`src/rtl/oflow_fsm_buffer_fill_pkg.sv`:
```
// Shared definitions for the write side of the object history buffer.
// Holds the buffer geometry, the frame/slot counter widths and the state
// type of the buffer-fill FSM. The read-offset stage imports the same values.
package oflow_fsm_buffer_fill_pkg;

    localparam int unsigned ADDR_WIDTH                  = 8;
    localparam int unsigned OFFSET_WIDTH                = 4;
    localparam int unsigned TOTAL_FRAME_NUM_WIDTH       = 8;
    localparam int unsigned NUM_OF_HISTORY_FRAMES_WIDTH = 3;
    localparam int unsigned MAX_HISTORY_SLOTS           = 5;
    localparam int unsigned SLOT_WIDTH                  = 3;

    typedef enum logic [1:0] {
        StIdle,
        StWrite,
        StClose
    } fill_state_e;

endpackage

```
`src/rtl/oflow_fsm_buffer_fill_if.sv`:
```
// Handshake and buffer-write bundle between the core/object source (master)
// and the buffer-fill FSM (slave).
//   master drives : frame_num, num_of_history_frames, start_frame, data_valid,
//                   obj_data, end_frame
//   slave drives  : ready_to_write, we, wr_slot, wr_offset, wr_data,
//                   end_pointers[5], frame_done, overflow
interface oflow_fsm_buffer_fill_if #(
    parameter int unsigned DATA_WIDTH = 64
);
    import oflow_fsm_buffer_fill_pkg::*;

    logic [TOTAL_FRAME_NUM_WIDTH-1:0]       frame_num;
    logic [NUM_OF_HISTORY_FRAMES_WIDTH-1:0] num_of_history_frames;
    logic                                   start_frame;
    logic                                   data_valid;
    logic [DATA_WIDTH-1:0]                  obj_data;
    logic                                   end_frame;

    logic                                   ready_to_write;
    logic                                   we;
    logic [SLOT_WIDTH-1:0]                  wr_slot;
    logic [OFFSET_WIDTH-1:0]                wr_offset;
    logic [DATA_WIDTH-1:0]                  wr_data;
    logic [ADDR_WIDTH-1:0]                  end_pointers [MAX_HISTORY_SLOTS];
    logic                                   frame_done;
    logic                                   overflow;

    modport master (
        output frame_num, num_of_history_frames, start_frame, data_valid, obj_data, end_frame,
        input  ready_to_write, we, wr_slot, wr_offset, wr_data, end_pointers, frame_done,
               overflow
    );

    modport slave (
        input  frame_num, num_of_history_frames, start_frame, data_valid, obj_data, end_frame,
        output ready_to_write, we, wr_slot, wr_offset, wr_data, end_pointers, frame_done,
               overflow
    );

endinterface

```
`src/rtl/oflow_fsm_buffer_fill_history_slot_sel.sv`:
```
// History slot selector: slot_o = frame_num_i % n, with n = num_slots_i
// clamped to 1..5 (0 reads as 1). Purely combinational, built as a restoring
// bit-serial remainder (shift in one bit, conditionally subtract) so no
// divider is inferred. Shared with the read side.
//   frame_num_i  : 8-bit frame serial number
//   num_slots_i  : number of active history slots
//   slot_o       : selected slot, 0..4
module oflow_history_slot_sel
    import oflow_fsm_buffer_fill_pkg::*;
(
    input  logic [TOTAL_FRAME_NUM_WIDTH-1:0]       frame_num_i,
    input  logic [NUM_OF_HISTORY_FRAMES_WIDTH-1:0] num_slots_i,
    output logic [SLOT_WIDTH-1:0]                  slot_o
);

    localparam logic [3:0] MaxSlots = 4'(MAX_HISTORY_SLOTS);

    logic [3:0] divisor;
    logic [3:0] rem;

    always_comb begin
        divisor = 4'(num_slots_i);
        if (num_slots_i == '0) begin
            divisor = 4'd1;
        end else if (divisor > MaxSlots) begin
            divisor = MaxSlots;
        end

        // rem stays below the divisor (<= 4), so the shifted value fits 4 bits.
        rem = '0;
        for (int i = TOTAL_FRAME_NUM_WIDTH - 1; i >= 0; i--) begin
            rem = {rem[2:0], frame_num_i[i]};
            if (rem >= divisor) begin
                rem = rem - divisor;
            end
        end
        slot_o = rem[SLOT_WIDTH-1:0];
    end

endmodule

```
`src/rtl/oflow_fsm_buffer_fill.sv`:
```
// Buffer-fill FSM: accepts one frame of object entries, writes them into
// history slot frame_num % num_of_history_frames and publishes the per-slot
// entry counts (end_pointers) for the read-offset stage.
//   clk      : clock, posedge
//   reset_N  : synchronous active-low reset
//   bus      : slave side of oflow_fsm_buffer_fill_if (frame control, object
//              data in; buffer write port, end_pointers, status out)
module oflow_fsm_buffer_fill
    import oflow_fsm_buffer_fill_pkg::*;
#(
    parameter int unsigned DATA_WIDTH  = 64,
    parameter int unsigned MAX_ENTRIES = 2 ** OFFSET_WIDTH
) (
    input  logic                    clk,
    input  logic                    reset_N,
    oflow_fsm_buffer_fill_if.slave  bus
);

    localparam logic [OFFSET_WIDTH:0] MaxCount = (OFFSET_WIDTH + 1)'(MAX_ENTRIES);

    fill_state_e                 state_q;
    logic [SLOT_WIDTH-1:0]       slot_q;
    logic [OFFSET_WIDTH:0]       count_q;
    logic [OFFSET_WIDTH:0]       count_d;
    logic                        accept;
    logic [ADDR_WIDTH-1:0]       end_ptr_q [MAX_HISTORY_SLOTS];
    logic                        ready_q;
    logic                        we_q;
    logic [SLOT_WIDTH-1:0]       wr_slot_q;
    logic [OFFSET_WIDTH-1:0]     wr_offset_q;
    logic [DATA_WIDTH-1:0]       wr_data_q;
    logic                        frame_done_q;
    logic                        overflow_q;
    logic [SLOT_WIDTH-1:0]       slot_sel;

    oflow_history_slot_sel u_slot_sel (
        .frame_num_i (bus.frame_num),
        .num_slots_i (bus.num_of_history_frames),
        .slot_o      (slot_sel)
    );

    // count_d includes a beat accepted in the same cycle as end_frame.
    always_comb begin
        accept  = (state_q == StWrite) && bus.data_valid && (count_q < MaxCount);
        count_d = count_q + {{OFFSET_WIDTH{1'b0}}, accept};
    end

    always_ff @(posedge clk) begin
        if (!reset_N) begin
            state_q      <= StIdle;
            slot_q       <= '0;
            count_q      <= '0;
            ready_q      <= 1'b0;
            we_q         <= 1'b0;
            wr_slot_q    <= '0;
            wr_offset_q  <= '0;
            wr_data_q    <= '0;
            frame_done_q <= 1'b0;
            overflow_q   <= 1'b0;
            for (int i = 0; i < MAX_HISTORY_SLOTS; i++) begin
                end_ptr_q[i] <= '0;
            end
        end else begin
            we_q         <= 1'b0;
            frame_done_q <= 1'b0;
            unique case (state_q)
                StIdle: begin
                    if (bus.start_frame) begin
                        slot_q              <= slot_sel;
                        count_q             <= '0;
                        end_ptr_q[slot_sel] <= '0;
                        overflow_q          <= 1'b0;
                        ready_q             <= 1'b1;
                        state_q             <= StWrite;
                    end
                end
                StWrite: begin
                    if (bus.data_valid) begin
                        if (accept) begin
                            we_q        <= 1'b1;
                            wr_slot_q   <= slot_q;
                            wr_offset_q <= count_q[OFFSET_WIDTH-1:0];
                            wr_data_q   <= bus.obj_data;
                        end else begin
                            overflow_q  <= 1'b1;
                        end
                    end
                    count_q <= count_d;
                    if (bus.end_frame) begin
                        end_ptr_q[slot_q] <= ADDR_WIDTH'(count_d);
                        ready_q           <= 1'b0;
                        frame_done_q      <= 1'b1;
                        state_q           <= StClose;
                    end
                end
                StClose: begin
                    state_q <= StIdle;
                end
                default: begin
                    state_q <= StIdle;
                end
            endcase
        end
    end

    assign bus.ready_to_write = ready_q;
    assign bus.we             = we_q;
    assign bus.wr_slot        = wr_slot_q;
    assign bus.wr_offset      = wr_offset_q;
    assign bus.wr_data        = wr_data_q;
    assign bus.end_pointers   = end_ptr_q;
    assign bus.frame_done     = frame_done_q;
    assign bus.overflow       = overflow_q;

endmodule
```
`src/flat_wrapper.sv`:
```
// flat-port wrapper written by rule: the top's interface ports become plain ports
module oflow_fsm_buffer_fill_flat import oflow_fsm_buffer_fill_pkg::*;
#(
    parameter int unsigned DATA_WIDTH  = 64,
    parameter int unsigned MAX_ENTRIES = 2 ** OFFSET_WIDTH
)
  (clk, reset_N, bus_frame_num, bus_num_of_history_frames, bus_start_frame, bus_data_valid, bus_obj_data, bus_end_frame, bus_ready_to_write, bus_we, bus_wr_slot, bus_wr_offset, bus_wr_data, bus_end_pointers, bus_frame_done, bus_overflow);
  oflow_fsm_buffer_fill_if #(.DATA_WIDTH(DATA_WIDTH)) bus_i ();
  input  logic clk;
  input  logic reset_N;
  input wire logic [$bits(bus_i.frame_num)-1:0] bus_frame_num;
  input wire logic [$bits(bus_i.num_of_history_frames)-1:0] bus_num_of_history_frames;
  input wire logic [$bits(bus_i.start_frame)-1:0] bus_start_frame;
  input wire logic [$bits(bus_i.data_valid)-1:0] bus_data_valid;
  input wire logic [$bits(bus_i.obj_data)-1:0] bus_obj_data;
  input wire logic [$bits(bus_i.end_frame)-1:0] bus_end_frame;
  output wire logic [$bits(bus_i.ready_to_write)-1:0] bus_ready_to_write;
  output wire logic [$bits(bus_i.we)-1:0] bus_we;
  output wire logic [$bits(bus_i.wr_slot)-1:0] bus_wr_slot;
  output wire logic [$bits(bus_i.wr_offset)-1:0] bus_wr_offset;
  output wire logic [$bits(bus_i.wr_data)-1:0] bus_wr_data;
  output wire logic [$bits(bus_i.end_pointers)-1:0] bus_end_pointers;
  output wire logic [$bits(bus_i.frame_done)-1:0] bus_frame_done;
  output wire logic [$bits(bus_i.overflow)-1:0] bus_overflow;
  assign bus_i.frame_num = bus_frame_num;
  assign bus_i.num_of_history_frames = bus_num_of_history_frames;
  assign bus_i.start_frame = bus_start_frame;
  assign bus_i.data_valid = bus_data_valid;
  assign bus_i.obj_data = bus_obj_data;
  assign bus_i.end_frame = bus_end_frame;
  assign bus_ready_to_write = bus_i.ready_to_write;
  assign bus_we = bus_i.we;
  assign bus_wr_slot = bus_i.wr_slot;
  assign bus_wr_offset = bus_i.wr_offset;
  assign bus_wr_data = bus_i.wr_data;
  assign bus_end_pointers = {>>{bus_i.end_pointers}};
  assign bus_frame_done = bus_i.frame_done;
  assign bus_overflow = bus_i.overflow;
  oflow_fsm_buffer_fill #(.DATA_WIDTH(DATA_WIDTH), .MAX_ENTRIES(MAX_ENTRIES)) u_core (.clk(clk), .reset_N(reset_N), .bus(bus_i));
endmodule
```
`config.mk`:
```
export PLATFORM = sky130hd
export DESIGN_NAME = oflow_fsm_buffer_fill_flat
export DESIGN_NICKNAME = d
export VERILOG_FILES = /design/src/rtl/oflow_fsm_buffer_fill_pkg.sv /design/src/rtl/oflow_fsm_buffer_fill_if.sv /design/src/rtl/oflow_fsm_buffer_fill_history_slot_sel.sv /design/src/rtl/oflow_fsm_buffer_fill.sv /design/src/flat_wrapper.sv
export SDC_FILE = /design/constraint.sdc
export NUM_CORES = 1
export LEC_CHECK = 0
export ABC_AREA = 1
export BUFFER_PORTS_ARGS = -buffer_cell sky130_fd_sc_hd__buf_2
export CAP_MARGIN = 30
export CORE_MARGIN = 2
export CORE_UTILIZATION = 52
export CTS_CLUSTER_SIZE = 14
export DETAILED_ROUTE_END_ITERATION = 12
export PLACE_DENSITY = 0.82
export SLEW_MARGIN = 20
export SYNTH_ARGS = -nofsm -noshare
export SYNTH_HDL_FRONTEND = slang
export SYNTH_SLANG_ARGS = --single-unit
```
`constraint.sdc`:
```
create_clock -name clk -period 36.5 [get_ports clk]
set_input_delay 5.475 -clock clk [delete_from_list [all_inputs] [get_ports clk]]
set_output_delay 5.475 -clock clk [all_outputs]
set_load 0.01 [all_outputs]
```
## After elaboration in Yosys (flattened, before gate mapping)

Index checks and enable logic that the tools add are counted.

- Register bits after elaboration: 125
- Bits of input ports: 80
- Output and inout port bits: 115
- Word-level logic and storage cells: 94

- Add/sub/neg operators: 9
- $lt $le $gt $ge: 14
- Equal/unequal tests: 5
- Mux-type cells: 32
- Bitwise operators: 4
- Reduce and logical (&&, ||, !) cells: 15

Operator list:

| kind | count |
|---|---|
| $mux W40 | 2 |
| $pmux W40 S2 | 1 |
| $demux W8 S3 | 2 |
| $and A40 B40 Y40 | 1 |
| $bwmux W40 | 1 |
| $not A40 Y40 | 1 |
| $mux W3 | 10 |
| $ge A4 B3 Y1 | 7 |
| $sub A3 B3 Y3 | 7 |
| $mux W8 | 2 |
| $pmux W5 S2 | 1 |
| $reduce_and A3 Y1 | 3 |
| $ge A4 B4 Y1 const B | 2 |
| $lt A4 B1 Y1 const B | 2 |
| $ne A2 B2 Y1 const B | 4 |
| $not A3 Y4 | 2 |
| $reduce_and A2 Y1 | 4 |
| $mux W1 | 7 |
| $add A5 B1 Y5 | 1 |
| $lt A5 B5 Y1 const B | 1 |
| $mux W5 | 1 |
| $ge A1 B4 Y1 | 1 |
| $logic_and A1 B1 Y1 | 4 |
| $mux W2 | 2 |
| other kinds (9) | 10 |

## Logic depth before layout (Yosys ltp)

- Depth in word-level cells: 28
- Gate-level depth with buffers: 72
- Mapped depth without buffers: 72

## Modules after synthesis

A second synthesis with hierarchy kept.

- Cells, all modules: 764
- Area total of the unflattened synthesis: 5834.3 um2

By module, submodules not included:

| module | instances | cells an instance | area an instance (um2) | sequential area each (um2) |
|---|---|---|---|---|
| oflow_fsm_buffer_fill | 1 | 568 | 4485.6 | 2502.4 |
| oflow_history_slot_sel | 1 | 196 | 1348.8 | 0.0 |

## Worst setup path before layout

No wires, ideal clock.

- Kind: input to register
- From: in bus_num_of_history_frames[1]
- To: reg u_core.end_ptr_q (netlist bit u_core.bus.end_pointers[27])
- Setup time: 139 ps
- Arrival: 15233 ps
- Slack: 21128 ps
- Stages on the path: 68
- Buffers on the path: 0
- Path through: inv_1 -> nor2_1 -> inv_1 -> ha_1 -> ha_1 -> inv_1 -> nand3_1 -> nand2_1 -> inv_1 -> fa_1 -> inv_1 -> nand2_1 -> nand2_2 -> nor2_4 -> nand2_4 -> nand2_1 -> o21ai_2 -> inv_1 -> [32 not listed] -> o21ai_0 -> a31oi_1 -> nand3_4 -> nand2_1 -> nand2_1 -> fa_1 -> nand2_1 -> inv_1 -> a311oi_1 -> inv_1 -> nor2_2 -> nand3_1 -> nand2_2 -> nand3_2 -> nand2_2 -> nand2_4 -> nand2_1 -> a21oi_2

- Cells in the longest elaborated chain, start to end: 28
- Elaborated cells on any way between the ends: 38

Ends and longest elaborated chain:

| item | RTL line | RTL |
|---|---|---|
| start, declared | flat_wrapper.sv:12 | `input wire logic [$bits(bus_i.num_of_history_frames)-1:0] bus_num_of_history_frames;` |
| $gt A3 B3 Y1 | oflow_fsm_buffer_fill_history_slot_sel.sv:25 | `end else if (divisor > MaxSlots) begin` |
| $mux W3 | oflow_fsm_buffer_fill_history_slot_sel.sv:25 |  |
| $mux W3 (*) | oflow_fsm_buffer_fill_history_slot_sel.sv:23 | `if (num_slots_i == '0) begin` |
| $ge A1 B4 Y1 or $sub A1 B3 Y3 (tied branches) | oflow_fsm_buffer_fill_history_slot_sel.sv:33, oflow_fsm_buffer_fill_history_slot_sel.sv:34 |  |
| $mux W3 | oflow_fsm_buffer_fill_history_slot_sel.sv:33 | `if (rem >= divisor) begin` |
| $ge A4 B3 Y1 or $sub A3 B3 Y3 (tied branches) | oflow_fsm_buffer_fill_history_slot_sel.sv:33, oflow_fsm_buffer_fill_history_slot_sel.sv:34 |  |
| $mux W3 | oflow_fsm_buffer_fill_history_slot_sel.sv:33 |  |
| $ge A4 B3 Y1 or $sub A3 B3 Y3 (tied branches) | oflow_fsm_buffer_fill_history_slot_sel.sv:33, oflow_fsm_buffer_fill_history_slot_sel.sv:34 |  |
| [12 not listed] | -- |  |
| $ge A4 B4 Y1 (not written as such) or $lt A4 B1 Y1 (tied branches) | oflow_fsm_buffer_fill.sv:71 | `end_ptr_q[slot_sel] <= '0;` |
| $logic_and A1 B1 Y1 (not written as such) | oflow_fsm_buffer_fill.sv:71 |  |
| $mux W8 (not written as such) | oflow_fsm_buffer_fill.sv:71 |  |
| $demux W8 S3 (*) | oflow_fsm_buffer_fill.sv:71 |  |
| $not A40 Y40 (no source line) (*) | -- |  |
| $and A40 B40 Y40 (no source line) (*) | -- |  |
| $mux W40 (*) | oflow_fsm_buffer_fill.sv:68 | `if (bus.start_frame) begin` |
| $pmux W40 S2 (*) | oflow_fsm_buffer_fill.sv:66 | `unique case (state_q)` |
| end signal, assigned by index | oflow_fsm_buffer_fill.sv:90 | `end_ptr_q[slot_q] <= ADDR_WIDTH'(count_d);` |
| end, declared | oflow_fsm_buffer_fill.sv:26 | `logic [ADDR_WIDTH-1:0] end_ptr_q [MAX_HISTORY_SLOTS];` |

Every way passes the cells marked *; elsewhere a longest branch is shown, timed or not. The select of a mux whose other input is x is not followed.
A chain may end at the register's enable or synchronous reset.

## Worst setup path after layout

- From: in bus_num_of_history_frames[1]
- To: reg u_core.end_ptr_q (netlist bit u_core.bus.end_pointers[16])

Same word-level chain as after synthesis.

==> metrics.txt <==
status complete, no violations; Wirelength per Cell 13.4 microns; area fraction in compound gates after synthesis 13.6%; Final ANT Viol Nets 0; max cap viols 0; Post-Syn Nets 917; Crit path largest cell delay 0.56 ns; total inserted antenna cells 0; routed wire length 15.5 mm; die area 12400 sq um; hold-fix buffer count after cts 0; CP Data Arrival Time 16.02 ns; number of antenna violations at the first check in global routing 0; Post-CTS Setup Repair Bufs 0; Critical Path RT 36.78 ns; Die Y-Extent 112 microns; residual DRC count 0; Skew-Pair Late Insertion Delay 0.42 ns; xor and xnor area share after synthesis 0.874%; Max-slew headroom 39.2%; number of DRC markers after the initial detailed-route iteration 455; Min Hold Slack 0.427 ns; DR vias 5779; share of cells above drive strength 1 30.4%; Filler Cell Count 970; total of cells resized after clock tree synthesis 0; largest buffer count on any clock path 2; internal portion of total power 0.000382 W; number of buffers created by CTS 17; Crit-path slowest cell a311oi_1; Min-Delay Path Class flop to flop; IR drop worst, VDD 0.0000595 V; count of cell types in the netlist 32; Seq cells post-synth 125; Sw Share 44.4%; endpoints failing setup 0; Pre-Repair DR Iteration Count 5; least setup slack across all paths after layout 20.76 ns; number of port buffers 194; kind of launch point of the worst setup path input port; final count of hold timing violations 0; Pins Over Slew Limit 0; largest net degree at the start of global routing 76; H-tree Lvls 4; area used by sequential logic in the layout 2500 sq um; setup slack after placement 19.83 ns; average via count per standard cell 5.03; global-route wire length before repair 25.1 mm; starting density of the core 52.9%; number of cells produced by synthesis 804; actual slew at the worst max-slew pin 0.903 ns; Final Cycle Share 43.1%; total clock sinks 125; cell area after synthesis 6010 sq um; Layout Area Growth over Synthesis 28.6%; post-route clock skew 0.0127 ns; portion of netlist area occupied by mux cells 0%; critical-path maximum fanout 9; adder and majority gate portion of the synthesized area 7.74%; sequential fraction of design power 21.7%; clock tree from TritonCTS yes; CTS root buffer clkbuf_16; main combinational cell family by area after synthesis simple AND/OR/NAND/NOR gates; GRT Residual Overflow 0; overall global routing resource usage 24.7%; CP endpoint kind flop; share of total power in combinational logic 52.4%; final net count 1106; Setup TNS 0 ns; number of warnings printed during yosys synthesis 0; Post-DP HPWL 11.1 mm; per-instance average area after synthesis 7.48 sq um; clock-pin slew reported for the worst setup and hold paths after clock tree synthesis 0.06 ns; Final min period 15.74 ns; type of the setup path with the least slack input port to flop; DIE WIDTH 112 microns; FMAX 63.5 MHz; PwrDens 88.9 nW/um^2; Top-Level Pins 195; vias in the first global route 5196; Psw 0.000305 W; Lkg Pwr 3.90 nW; row cnt 39; part of the Yosys area used for sequential elements 41.6%; clock share of power 25.9%; Core Region 11400 sq um; area of the multi-input gates 3090 sq um; basic-gate share of the synthesized area counting and, or, nand and nor cells 29.0%; Final GP Congestion 0.882; RSZ-0062 raised after global routing no
-- path summary, 6_finish.rpt --
path,start,end,slack [ns],cells past startpoint
worst min-delay path,u_core.bus.end_pointers[21]$_SDFFE_PN0P_,u_core.bus.end_pointers[21]$_SDFFE_PN0P_,0.43,2
worst max-delay path,bus_num_of_history_frames[1],u_core.bus.end_pointers[16]$_SDFFE_PN0P_,20.76,69
worst max register to register,u_core.state_q[1]$_SDFFE_PN0P_,u_core.bus.end_pointers[4]$_SDFFE_PN0P_,32.96,13
worst min register to register,u_core.bus.end_pointers[21]$_SDFFE_PN0P_,u_core.bus.end_pointers[21]$_SDFFE_PN0P_,0.43,2
-- kinds of logic (layout without fill, tap and decap cells) --
| logic type | after synthesis | after routing |
|---|---|---|
| XOR/XNOR | 6 | 6 |
| flip-flops | 125 | 125 |
| AO/OA/AOI/OAI | 149 | 149 |
| AND/OR/NAND/NOR | 378 | 378 |
| buffers and inverters | 113 | 315 |
| adder cells (fa/ha/maj) | 33 | 33 |
-- cell usage after synthesis (all sizes together) --
cell | instances | area [sq um]
nand4 | 8 | 50.1
xnor2 | 6 | 52.6
dfxtp | 125 | 2500
o21ai | 95 | 479
fa | 7 | 140
clkbuf | 28 | 105
or2 | 1 | 6.26
a311oi | 3 | 26.3
ha | 26 | 325
o21a | 1 | 7.51
nand2 | 145 | 677
nand3 | 37 | 283
a41oi | 1 | 8.76
a21boi | 1 | 7.51
nor3 | 1 | 5.00
nor2 | 185 | 717
buf | 2 | 11.3
nor4 | 1 | 6.26
a21oi | 45 | 270
inv | 83 | 312
a31oi | 3 | 18.8
-- state kept, by name, indices dropped and copies added, names as in the netlist --
register / count
u_core.bus.wr_slot: 3
u_core.slot_q: 3
u_core.bus.end_pointers: 40
u_core.count_q: 5
u_core.bus.overflow: 1
u_core.bus.frame_done: 1
u_core.state_q: 2
u_core.bus.wr_data: 64
u_core.bus.ready_to_write: 1
u_core.bus.wr_offset: 4
u_core.bus.we: 1
-- per-stage QoR --
| stage | instances | util (%) | power (W) | instance area (sq um) |
|---|---|---|---|---|
| 6_report | 1149 | 68.0 | 0.000687 | 7730 |
| 5_1_grt | 1149 | 68.0 | 0.000742 | 7730 |
| 4_1_cts | 1148 | 67.9 | 0.000690 | 7720 |
| 3_5_place_dp | 1116 | 62.4 | 0.000511 | 7090 |
| 3_3_place_gp | 1115 | 62.3 | 0.000505 | 7080 |
| 2_1_floorplan | 804 | - | 0.000446 | 6010 |
-- final cells by class --
type,instances,share of cell area (%)
multi-input cells,566,39.9
flip-flops and latches,125,32.4
repair buffers,200,13.2
clock buffers,19,5.73
inverters,83,4.03
clock inverters,13,2.41
well taps,143,2.31
-- cells in the final DEF, fill, tap and decap left out, drive strengths merged --
cell type  synthesis  final
a31oi              3      3
buf                2    200
nor2             185    185
nand2            145    145
o21a               1      1
a21boi             1      1
a21oi             45     45
bufinv             0      4
clkinv             0      5
nor3               1      1
fa                 7      7
clkbuf            28     19
a311oi             3      3
nand3             37     37
ha                26     26
nor4               1      1
a41oi              1      1
nand4              8      8
clkinvlp           0      1
o21ai             95     95
inv               83     86
xnor2              6      6
or2                1      1
dfxtp            125    125
-- critical path: cells and delay by family --
kind                     cells  cell delay [ns]
AO/OA/AOI/OAI               11             2.79
adder cells (fa/ha/maj)      9             2.86
buffers and inverters       15             1.34
AND/OR/NAND/NOR             34             3.51
-- power by group through the flow --
stage | Clock, W | Combinational [W] | Sequential (W)
after floorplan | 0 | 0.000292 | 0.000154
after global placement | 0 | 0.000354 | 0.000151
after detailed placement | 0 | 0.000359 | 0.000152
after CTS | 0.000180 | 0.000360 | 0.000149
after global routing | 0.000188 | 0.000404 | 0.000150
final | 0.000178 | 0.000361 | 0.000149
-- routing by layer --
metal / up-vias / part of all wire (%) / track usage, %
met2: 184 / 50 / 43.6
met1: 2624 / 43 / 29.8
met4: 0 / 1.4 / 7.82
li1: 2953 / - / -
met5: - / 0 / 0
met3: 18 / 5.4 / 5.93
No activity file was read; power rests on OpenSTA's default activity.
